[src/rtl/incubator_pkg.sv]
// Shared types and constants for the multi-zone incubator controller.
package incubator_pkg;

    typedef enum logic [1:0] {
        IDLE = 2'd0,
        COOL = 2'd1,
        HEAT = 2'd2
    } mode_t;

    // Register width able to hold values 0 .. n-1 (at least one bit).
    function automatic int cw(input int n);
        return (n <= 2) ? 1 : $clog2(n);
    endfunction

    localparam int DEF_THR_HI     = 35;
    localparam int DEF_THR_HI_CLR = 25;
    localparam int DEF_THR_LO     = 15;
    localparam int DEF_THR_LO_CLR = 30;
    localparam int DEF_THR_ALARM  = 50;

endpackage

[src/rtl/incubator_zone.sv]
// One incubator zone: thermostat FSM, fan level FSM, min-on timer and alarm.
// Sensor watchdog is built only when INCUBATOR_SENSOR_WDT_EN is defined.
module incubator_zone
    import incubator_pkg::*;
#(
    parameter int TW        = 8,
    parameter int FAN_LVLS  = 4,
    parameter int FAN_T0    = 35,
    parameter int FAN_STEP  = 5,
    parameter int FAN_HYS   = 5,
    parameter int RPS_W     = 4,
    parameter int RPS_BASE  = 4,
    parameter int RPS_STEP  = 2,
    parameter int MIN_ON    = 16,
    parameter int ALARM_CNT = 4
`ifdef INCUBATOR_SENSOR_WDT_EN
    ,
    parameter int WDT_CYC   = 1024
`endif
) (
    input  logic             clk,
    input  logic             rst,
    input  logic             t_valid,
    input  logic [TW-1:0]    t,
    input  logic [TW-1:0]    thr_hi,
    input  logic [TW-1:0]    thr_hi_clr,
    input  logic [TW-1:0]    thr_lo,
    input  logic [TW-1:0]    thr_lo_clr,
    input  logic [TW-1:0]    thr_alarm,
    input  logic             alarm_clr,
    output logic             cooler,
    output logic             heater,
    output logic [RPS_W-1:0] rps,
    output logic             alarm,
    output logic             fault,
    output logic [1:0]       mode_dbg
);

    localparam int LW  = cw(FAN_LVLS);
    localparam int TMW = cw(MIN_ON);
    localparam int AW  = cw(ALARM_CNT + 1);
    localparam int XW  = TW + 4;
    localparam logic [LW-1:0]  LVL_MAX = LW'(FAN_LVLS - 1);
    localparam logic [TMW-1:0] T_LOAD  = TMW'(MIN_ON - 1);
    localparam logic [AW-1:0]  A_MAX   = AW'(ALARM_CNT);

    mode_t            mode, mode_n;
    logic [LW-1:0]    lvl, lvl_n;
    logic [TMW-1:0]   tmr, tmr_n;
    logic [AW-1:0]    acnt, acnt_n;
    logic             alarm_n, cooler_n, heater_n, raise, hot;
    logic             fault_n;
    logic [RPS_W-1:0] rps_n;
    logic signed [XW-1:0] tx, up_thr, dn_thr;

    function automatic logic [RPS_W-1:0] rps_of(input logic [LW-1:0] l);
        int v;
        if (l == '0) return '0;
        v = RPS_BASE + (int'(l) - 1) * RPS_STEP;
        if (v > (1 << RPS_W) - 1) v = (1 << RPS_W) - 1;
        return RPS_W'(v);
    endfunction

    // Fan thresholds are evaluated wide so large FAN_T0/level products cannot wrap.
    assign tx      = XW'($signed(t));
    assign up_thr  = XW'(FAN_T0 + int'(lvl) * FAN_STEP);
    assign dn_thr  = XW'(FAN_T0 + (int'(lvl) - 1) * FAN_STEP - FAN_HYS);
    assign hot     = $signed(t) > $signed(thr_alarm);
    assign mode_dbg = mode;

`ifdef INCUBATOR_SENSOR_WDT_EN
    localparam int WW = cw(WDT_CYC + 1);
    localparam logic [WW-1:0] W_MAX = WW'(WDT_CYC);
    logic [WW-1:0] wcnt, wcnt_n;
`else
    assign fault_n = 1'b0;
    assign fault   = 1'b0;
`endif

    always_comb begin
        mode_n  = mode;
        lvl_n   = lvl;
        tmr_n   = (tmr != '0) ? tmr - TMW'(1) : '0;
        acnt_n  = acnt;
        alarm_n = alarm;
        raise   = 1'b0;
`ifdef INCUBATOR_SENSOR_WDT_EN
        wcnt_n  = wcnt;
        fault_n = 1'b0;
`endif
        if (t_valid) begin
            acnt_n = !hot ? '0 : ((acnt == A_MAX) ? acnt : acnt + AW'(1));
            raise  = hot && (acnt_n == A_MAX);
            unique case (mode)
                IDLE: begin
                    if ($signed(t) > $signed(thr_hi)) begin
                        mode_n = COOL;
                        tmr_n  = T_LOAD;
                    end else if ($signed(t) < $signed(thr_lo)) begin
                        mode_n = HEAT;
                        tmr_n  = T_LOAD;
                    end
                end
                COOL: if ($signed(t) < $signed(thr_hi_clr) && tmr == '0) mode_n = IDLE;
                HEAT: if ($signed(t) > $signed(thr_lo_clr) && tmr == '0) mode_n = IDLE;
                default: mode_n = IDLE;
            endcase
            if (int'(lvl) < FAN_LVLS - 1 && tx > up_thr) lvl_n = lvl + LW'(1);
            else if (lvl != '0 && tx < dn_thr)            lvl_n = lvl - LW'(1);
        end
        // Clear returns the zone to a freshly started COOL; a same-edge raise still wins.
        if (alarm_clr && alarm) begin
            alarm_n = 1'b0;
            mode_n  = COOL;
            tmr_n   = T_LOAD;
        end
        if (raise) alarm_n = 1'b1;
        if (alarm_n) begin
            mode_n = COOL;
            lvl_n  = LVL_MAX;
            tmr_n  = T_LOAD;
        end
`ifdef INCUBATOR_SENSOR_WDT_EN
        wcnt_n  = t_valid ? '0 : ((wcnt == W_MAX) ? wcnt : wcnt + WW'(1));
        fault_n = !t_valid && (fault || wcnt_n == W_MAX);
        if (fault_n) begin
            lvl_n  = LVL_MAX;
            mode_n = alarm_n ? COOL : IDLE;
        end
`endif
        cooler_n = (mode_n == COOL) && !fault_n;
        heater_n = (mode_n == HEAT) && !fault_n;
        rps_n    = rps_of(lvl_n);
    end

    always_ff @(posedge clk or negedge rst) begin
        if (!rst) begin
            mode   <= IDLE;
            lvl    <= '0;
            tmr    <= '0;
            acnt   <= '0;
            alarm  <= 1'b0;
            cooler <= 1'b0;
            heater <= 1'b0;
            rps    <= '0;
        end else begin
            mode   <= mode_n;
            lvl    <= lvl_n;
            tmr    <= tmr_n;
            acnt   <= acnt_n;
            alarm  <= alarm_n;
            cooler <= cooler_n;
            heater <= heater_n;
            rps    <= rps_n;
        end
    end

`ifdef INCUBATOR_SENSOR_WDT_EN
    always_ff @(posedge clk or negedge rst) begin
        if (!rst) begin
            wcnt  <= '0;
            fault <= 1'b0;
        end else begin
            wcnt  <= wcnt_n;
            fault <= fault_n;
        end
    end
`endif

endmodule

[src/rtl/incubator_mc.sv]
// Multi-zone incubator controller: NCH independent zones sharing thresholds.
// Define INCUBATOR_SENSOR_WDT_EN to build the per-zone sensor watchdog.
module incubator_mc
    import incubator_pkg::*;
#(
    parameter int NCH       = 2,
    parameter int TW        = 8,
    parameter int FAN_LVLS  = 4,
    parameter int FAN_T0    = 35,
    parameter int FAN_STEP  = 5,
    parameter int FAN_HYS   = 5,
    parameter int RPS_W     = 4,
    parameter int RPS_BASE  = 4,
    parameter int RPS_STEP  = 2,
    parameter int MIN_ON    = 16,
    parameter int ALARM_CNT = 4
`ifdef INCUBATOR_SENSOR_WDT_EN
    ,
    parameter int WDT_CYC   = 1024
`endif
) (
    input  logic                 clk,
    input  logic                 rst,
    input  logic [NCH-1:0]       t_valid,
    input  logic [NCH*TW-1:0]    t,
    input  logic [TW-1:0]        thr_hi,
    input  logic [TW-1:0]        thr_hi_clr,
    input  logic [TW-1:0]        thr_lo,
    input  logic [TW-1:0]        thr_lo_clr,
    input  logic [TW-1:0]        thr_alarm,
    input  logic                 alarm_clr,
    output logic [NCH-1:0]       cooler,
    output logic [NCH-1:0]       heater,
    output logic [NCH*RPS_W-1:0] rps,
    output logic [NCH-1:0]       alarm,
    output logic [NCH-1:0]       fault,
    output logic [2*NCH-1:0]     mode_dbg
);

    for (genvar i = 0; i < NCH; i++) begin : g_zone
        incubator_zone #(
            .TW(TW), .FAN_LVLS(FAN_LVLS), .FAN_T0(FAN_T0), .FAN_STEP(FAN_STEP),
            .FAN_HYS(FAN_HYS), .RPS_W(RPS_W), .RPS_BASE(RPS_BASE),
            .RPS_STEP(RPS_STEP), .MIN_ON(MIN_ON), .ALARM_CNT(ALARM_CNT)
`ifdef INCUBATOR_SENSOR_WDT_EN
            , .WDT_CYC(WDT_CYC)
`endif
        ) u_zone (
            .clk        (clk),
            .rst        (rst),
            .t_valid    (t_valid[i]),
            .t          (t[i*TW +: TW]),
            .thr_hi     (thr_hi),
            .thr_hi_clr (thr_hi_clr),
            .thr_lo     (thr_lo),
            .thr_lo_clr (thr_lo_clr),
            .thr_alarm  (thr_alarm),
            .alarm_clr  (alarm_clr),
            .cooler     (cooler[i]),
            .heater     (heater[i]),
            .rps        (rps[i*RPS_W +: RPS_W]),
            .alarm      (alarm[i]),
            .fault      (fault[i]),
            .mode_dbg   (mode_dbg[2*i +: 2])
        );
    end

endmodule

[config.mk]
export PLATFORM = sky130hd
export DESIGN_NAME = incubator_mc
export DESIGN_NICKNAME = d
export VERILOG_FILES = /design/src/rtl/incubator_pkg.sv /design/src/rtl/incubator_zone.sv /design/src/rtl/incubator_mc.sv
export SDC_FILE = /design/constraint.sdc
export NUM_CORES = 1
export LEC_CHECK = 0
export CAP_MARGIN = 20
export CELL_PAD_IN_SITES_DETAIL_PLACEMENT = 2
export CELL_PAD_IN_SITES_GLOBAL_PLACEMENT = 2
export CORE_MARGIN = 3
export CORE_UTILIZATION = 35
export CTS_CLUSTER_DIAMETER = 150
export CTS_CLUSTER_SIZE = 12
export DETAILED_ROUTE_END_ITERATION = 10
export GPL_ROUTABILITY_DRIVEN = 0
export PLACE_DENSITY = 0.92
export SLEW_MARGIN = 20
export SYNTH_ARGS = -nofsm -noshare
export SYNTH_HDL_FRONTEND = slang
export SYNTH_HIERARCHICAL = 1
export SYNTH_SLANG_ARGS = --single-unit
export TNS_END_PERCENT = 10
[constraint.sdc]
create_clock -name clk -period 5.58 [get_ports clk]
set_input_delay 0.558 -clock clk [delete_from_list [all_inputs] [get_ports clk]]
set_output_delay 0.558 -clock clk [all_outputs]
set_load 0.1 [all_outputs]
After elaboration in Yosys (flattened, before gate mapping):

Cells that the tools add are included.

* $lt $le $gt $ge: 18
* reductions and logical operators: 22
* muxes and demuxes: 56
* equality and inequality tests: 12
* $mul: 4
* $add $sub $neg: 20

Operator list (count)
* 4-bit 2-to-1 mux: 20
* 32-bit by 5-bit greater-than comparator with 1-bit output, second input constant: 2
* 32-bit by 4-bit multiplier with 12-bit output, second input constant: 2
* 7-bit by 12-bit adder with 12-bit output, first input constant: 4
* 8-bit greater-than comparator: 6
* 2-bit 2-to-1 mux: 22
* 8-bit less-than comparator: 4
* 8-bit by 12-bit greater-than comparator with 1-bit output: 2
* 8-bit by 12-bit less-than comparator with 1-bit output: 2
* 12-bit by 4-bit subtractor with 12-bit output, second input constant: 2
* 3-bit equality test, second input constant: 4
* 1-bit logical AND: 12
* 3-bit 2-to-1 mux: 4
* 2-bit case mux with 3 select lines: 2
* 2-bit by 1-bit subtractor with 3-bit output, second input constant: 4
* 4-bit by 4-bit adder with 5-bit output, first input constant: 2
* 2-bit by 3-bit multiplier with 5-bit output, second input constant: 2
* 2-bit by 1-bit equality test with 1-bit output, second input constant: 4
* 2-bit equality test, second input constant: 4
* 2-bit zero test: 4
* 4-bit zero test: 2
* 1-bit 2-to-1 mux: 8
* 4-bit nonzero test: 2
* 4-bit by 1-bit subtractor with 4-bit output, second input constant: 2
* 5 further kinds: 10

* logic and storage cells: 148
* output and inout bits: 20
* input port bits: 61
* bits in registers: 36

Depth between registers and ports, before layout:

* word-level depth: 15
* mapped depth: 14
* depth with buffers taken out: 14

Hierarchy:

Netlist, hierarchy kept.

Modules (own cells, without submodules)
* incubator_zone: area an instance 2339.7 sq um, times used 2, seq. area each 425.4 sq um, cells each 277

Worst setup path before layout:

Ideal clock, no wire load.

* path type: flip-flop to flip-flop
* from: register g_zone[0].u_zone.lvl[0]
* to: register g_zone[0].u_zone.rps[2]
* arrival: 2.455 ns
* cell stages (with the launch flop): 15
* slack: 3.062 ns
* data required time: 5.517 ns
* library setup time: 0.063 ns
* cells stage by stage: dfrtp_1 -> inv_1 -> ha_1 -> ha_1 -> a21oi_1 -> xnor2_1 -> ha_1 -> inv_1 -> a31oi_1 -> o22ai_1 -> o31ai_1 -> xnor2_1 -> nor2b_1 -> ha_1 -> inv_1

* cells in the longest elaborated chain, start to end: 15

Ends and longest elaborated chain
* start: declaration: line incubator_zone.sv:48 `logic [LW-1:0] lvl, lvl_n;`
* start signal: assignment: line incubator_zone.sv:148 `lvl <= lvl_n;`
* 2-bit by 1-bit subtractor with 3-bit output: line incubator_zone.sv:67 `assign dn_thr = XW'(FAN_T0 + (int'(lvl) - 1) * FAN_STEP - FAN_HYS);`
* 32-bit by 4-bit multiplier with 12-bit output: line incubator_zone.sv:67
* 7-bit by 12-bit adder with 12-bit output: line incubator_zone.sv:67
* 12-bit by 4-bit subtractor with 12-bit output: line incubator_zone.sv:67
* 8-bit by 12-bit less-than comparator with 1-bit output: line incubator_zone.sv:109 `else if (lvl != '0 && tx < dn_thr) lvl_n = lvl - LW'(1);`
* 1-bit logical AND: line incubator_zone.sv:109
* 2-bit 2-to-1 mux: line incubator_zone.sv:109
* 2-bit 2-to-1 mux: line incubator_zone.sv:108 `if (int'(lvl) < FAN_LVLS - 1 && tx > up_thr) lvl_n = lvl + LW'(1);`
* 2-bit 2-to-1 mux *: line incubator_zone.sv:91 `if (t_valid) begin`
* 2-bit 2-to-1 mux *: line incubator_zone.sv:118 `if (alarm_n) begin`
* 2-bit by 1-bit subtractor with 3-bit output: line incubator_zone.sv:59 `v = RPS_BASE + (int'(l) - 1) * RPS_STEP;`
* 4-bit by 4-bit adder with 5-bit output: line incubator_zone.sv:59
* 32-bit by 5-bit greater-than comparator with 1-bit output: line incubator_zone.sv:60 `if (v > (1 << RPS_W) - 1) v = (1 << RPS_W) - 1;`
* 4-bit 2-to-1 mux: line incubator_zone.sv:60
* 4-bit 2-to-1 mux *: line incubator_zone.sv:59
* net g_zone[0].u_zone.rps_n[2]: line incubator_zone.sv:53 `logic [RPS_W-1:0] rps_n;`
* end signal: assignment: line incubator_zone.sv:154 `rps <= rps_n;`
* end: declaration: line incubator_zone.sv:33 `output logic [RPS_W-1:0] rps,`

Mark *: on every way through the listed nets, which the timed path passes. The rest lies on a longest branch.
A chain may end at the register's enable or synchronous reset.

Worst setup path after layout:

* from: input t[7]
* to: register g_zone[0].u_zone.rps[2]

* cells in the longest elaborated chain, start to end: 12

Ends and longest elaborated chain
* start: declaration: line incubator_mc.sv:25 `input logic [NCH*TW-1:0] t,`
* 8-bit greater-than comparator *: line incubator_zone.sv:68 `assign hot = $signed(t) > $signed(thr_alarm);`
* 3-bit 2-to-1 mux: line incubator_zone.sv:92 `acnt_n = !hot ? '0 : ((acnt == A_MAX) ? acnt : acnt + AW'(1));`
* 3-bit equality test: line incubator_zone.sv:93 `raise = hot && (acnt_n == A_MAX);`
* 1-bit logical AND *: line incubator_zone.sv:93
* 1-bit 2-to-1 mux *: line incubator_zone.sv:91
* 1-bit 2-to-1 mux *: line incubator_zone.sv:117 `if (raise) alarm_n = 1'b1;`
* net g_zone[0].u_zone.alarm_n: line incubator_zone.sv:51 `logic alarm_n, cooler_n, heater_n, raise, hot;`
* 2-bit 2-to-1 mux *: line incubator_zone.sv:118
* net g_zone[0].u_zone.lvl_n[1]: line incubator_zone.sv:48
* 2-bit by 1-bit subtractor with 3-bit output: line incubator_zone.sv:59
* 4-bit by 4-bit adder with 5-bit output: line incubator_zone.sv:59
* 32-bit by 5-bit greater-than comparator with 1-bit output: line incubator_zone.sv:60
* 4-bit 2-to-1 mux: line incubator_zone.sv:60
* 4-bit 2-to-1 mux *: line incubator_zone.sv:59
* net g_zone[0].u_zone.rps_n[2]: line incubator_zone.sv:53

Marks and branches as above.

==> reports/summary.txt <==
Sink Count - 34
Starting Density - 36.5%
Dpl cells - 799
Design area - 0.00578 mm²
Hold crit path type - reg -> reg
Initial antenna violation count - 0
CP peak stage delay - 0.67 ns
Cts repair resizes - 0
Core area - 0.0128 mm²
Int Pwr - 1.08 mW
Sequential area share after synthesis - 18.2%
Hold slack final - 0.567 ns
PnR Total Power - 2.25 mW
Worst VDD drop - 0.000326 V
Row Count - 41
Routed len/inst - 22.6 µm
Area of the multi-input gates - 0.00342 mm²
Crit path required time - 5.76 ns
CP endpoint kind - register
Reg area - 851 µm²
Die area - 0.0148 mm²
Critical path type - in -> reg
CTS buffer count - 5
Sw Pwr - 1.17 mW
IO Pins - 81
Area delta synth->final - 23.5%
Number of synthesized flops with an enable pin - 0
Number of diodes - 0
Hpwl dp - 15300 µm
Yosys warning count - 6
Clock power share - 12.4%
Die W - 122 µm
Post-place setup slack - 2.19 ns
GRT Util Overall - 25.1%
Worst path arrival time - 3.35 ns
Power density over the cells - 390 mW/mm²
RSZ-0062 raised after global routing - false
Reg2Reg Depth - 12
CTS max path bufs - 2
Commonest non-fill, non-tap cell in the layout - ha_1
# hold bufs at CTS - 0
Worst setup margin - 2.41 ns
Least-Margin Pin Slew - 0.996 ns
Sw Share - 52.0%
Share of cells above drive strength 1 - 3.78%
Share of power burned in registers - 19.8%
Grt total ovfl - 0
Antenna viol nets, final - 0
Placed Area - 0.00563 mm²
H-tree lvl count - 2
Fin util - 45.1%
Yosys top cell by area - ha_1
Slew headroom - 33.4%
Final setup fails - 0
CTS tree - built
Largest net degree at the start of global routing - 35
Area share of the largest cell type after synthesis - 33.7%
Number of vias per cell - 5.67
Non-Filler Instances - 807
Fin Setup TNS - 0 ns
Mapped Cells - 554
TritonRoute pass-1 iters - 4
Main flop type after synthesis - dfrtp_1
Via count - 4579
Synth async-reset ratio - 100%
Max Clock Freq - 315 MHz
Vias in the first global route - 5391
Synthesis-stage register bit count - 34
Worst hold path cell count - 2
Nets@finish - 821
Period minus WS final - 3.17 ns
1st-iter DRT viols - 134
Cell Chain, Critical Path - clkdlybuf4s50_1 > ha_1 > nor4b_1 > a32oi_1 > and3_1 > a21o_2 > a21o_1 > ha_1 > inv_1
CP max-delay cell - clkdlybuf4s50_1
Reg clk slew, reported paths - 0.06 ns
CTS Root Cell - clkbuf_16
Post-route clock period utilization - 56.9%
Maxcap violations - 0
Final WL - 18200 µm
Synth area leaders - ha_1 (34%), dfrtp_1 (18%), inv_1 (8.2%)
Final hold vios - 0
Clk Latency, worst-skew pair - 0.28 ns
CP max FO - 7
# port buffers - 76
Startpoint Class - primary input
Filler instances - 1440
Synth Area per Inst - 8.45 µm²
Static leakage - 2.91 nW
Most frequent cells in the layout - ha_1 (126), inv_1 (102), clkdlybuf4s50_1 (76)
Post-CTS Setup Inserts - 0
DR DRC count - 0
First-pass GRT wire length - 28800 µm
Yosys cell types - 48
Max Slew Vio Count - 0
Status - finished, final reports clean
Most used cell, CP - ha_1
Die Ht - 122 µm
Combinational power share - 67.8%
Clock Skew - 0.00294 ns
Mapped Area - 0.00468 mm²
-- state kept, by name, summed over array words and instances, names as in the netlist --
name,flops
g_zone.u_zone/alarm,2
g_zone.u_zone/cooler,2
g_zone.u_zone/rps,6
g_zone.u_zone/heater,2
g_zone.u_zone/tmr,8
g_zone.u_zone/lvl,4
g_zone.u_zone/mode_dbg,4
g_zone.u_zone/acnt,6
-- critical path: cells and delay by family --
| family | cells | cell delay, ns |
|---|---|---|
| adder cells (fa/ha/maj) | 2 | 0.74 |
| buffers and inverters | 2 | 0.71 |
| AO/OA/AOI/OAI | 3 | 0.67 |
| AND/OR/NAND/NOR | 2 | 0.67 |
-- worst paths after layout --
check | start | end | slack, ns
min in group asynchronous | rst | g_zone[1].u_zone/lvl[0]$_DFF_PN0_ | 0.69
min | g_zone[0].u_zone/acnt[1]$_DFFE_PN0P_ | g_zone[0].u_zone/acnt[1]$_DFFE_PN0P_ | 0.57
min reg2reg | g_zone[0].u_zone/acnt[1]$_DFFE_PN0P_ | g_zone[0].u_zone/acnt[1]$_DFFE_PN0P_ | 0.57
max in group asynchronous | rst | g_zone[0].u_zone/mode_dbg[1]$_DFF_PN0_ | 4.57
max reg2reg | g_zone[0].u_zone/lvl[0]$_DFF_PN0_ | g_zone[0].u_zone/rps[2]$_DFF_PN0_ | 2.49
max | t[7] | g_zone[0].u_zone/rps[2]$_DFF_PN0_ | 2.41
-- metal layers --
layer | global-route usage (%) | part of all wire [%] | up-vias
met3 | 4.04 | 3.3 | 53
met2 | 49.0 | 55 | 123
li1 | - | - | 2114
met4 | 12.0 | 4.6 | 0
met1 | 25.8 | 37 | 2289
met5 | 0 | 0 | -
-- cell usage after synthesis (all sizes together), types with 4 or more instances --
cell	number
a2111oi	4
a211o	4
a211oi	8
a21o	12
a21oi	20
a31oi	10
a41oi	4
and2	4
and3	4
buf	4
dfrtp	34
ha	126
inv	102
mux2i	6
nand2	28
nand2b	8
nand3	16
nand3b	4
nand4	14
nor2	28
nor2b	24
nor3	8
nor3b	4
nor4	4
nor4b	4
o211ai	8
o21ai	18
o22ai	4
o31ai	6
xnor2	6
-- power by group through the flow --
stage	clock network [mW]	registers, mW	logic (mW)
6_report	0.279	0.446	1.53
5_1_grt	0.297	0.463	1.69
4_1_cts	0.286	0.445	1.53
3_5_place_dp	0	0.445	1.52
3_3_place_gp	0	0.431	1.36
2_1_floorplan	0	0.645	0.827
-- cell families (layout without fill, tap and decap cells) --
family | Yosys count | in the layout | share of synthesized area, %
compound gates | 118 | 118 | 18.8
xor+xnor | 6 | 6 | 1.12
fa+ha+maj | 126 | 126 | 33.7
buf+inv | 108 | 187 | 8.98
flops | 34 | 34 | 18.2
mux | 6 | 6 | 1.28
other cells | 2 | 4 | 0.160
simple gates | 154 | 154 | 17.8
-- cell type report --
class                      instances  share of cell area [%]
inverter                         102                    6.62
clock inverter                     1                  0.0866
multi-input combinational        414                    59.1
tap                              172                    3.72
timing repair buffer              77                    13.3
sequential                        34                    14.7
clock buffer                       7                    2.47
No activity file was read; power rests on OpenSTA's default activity.
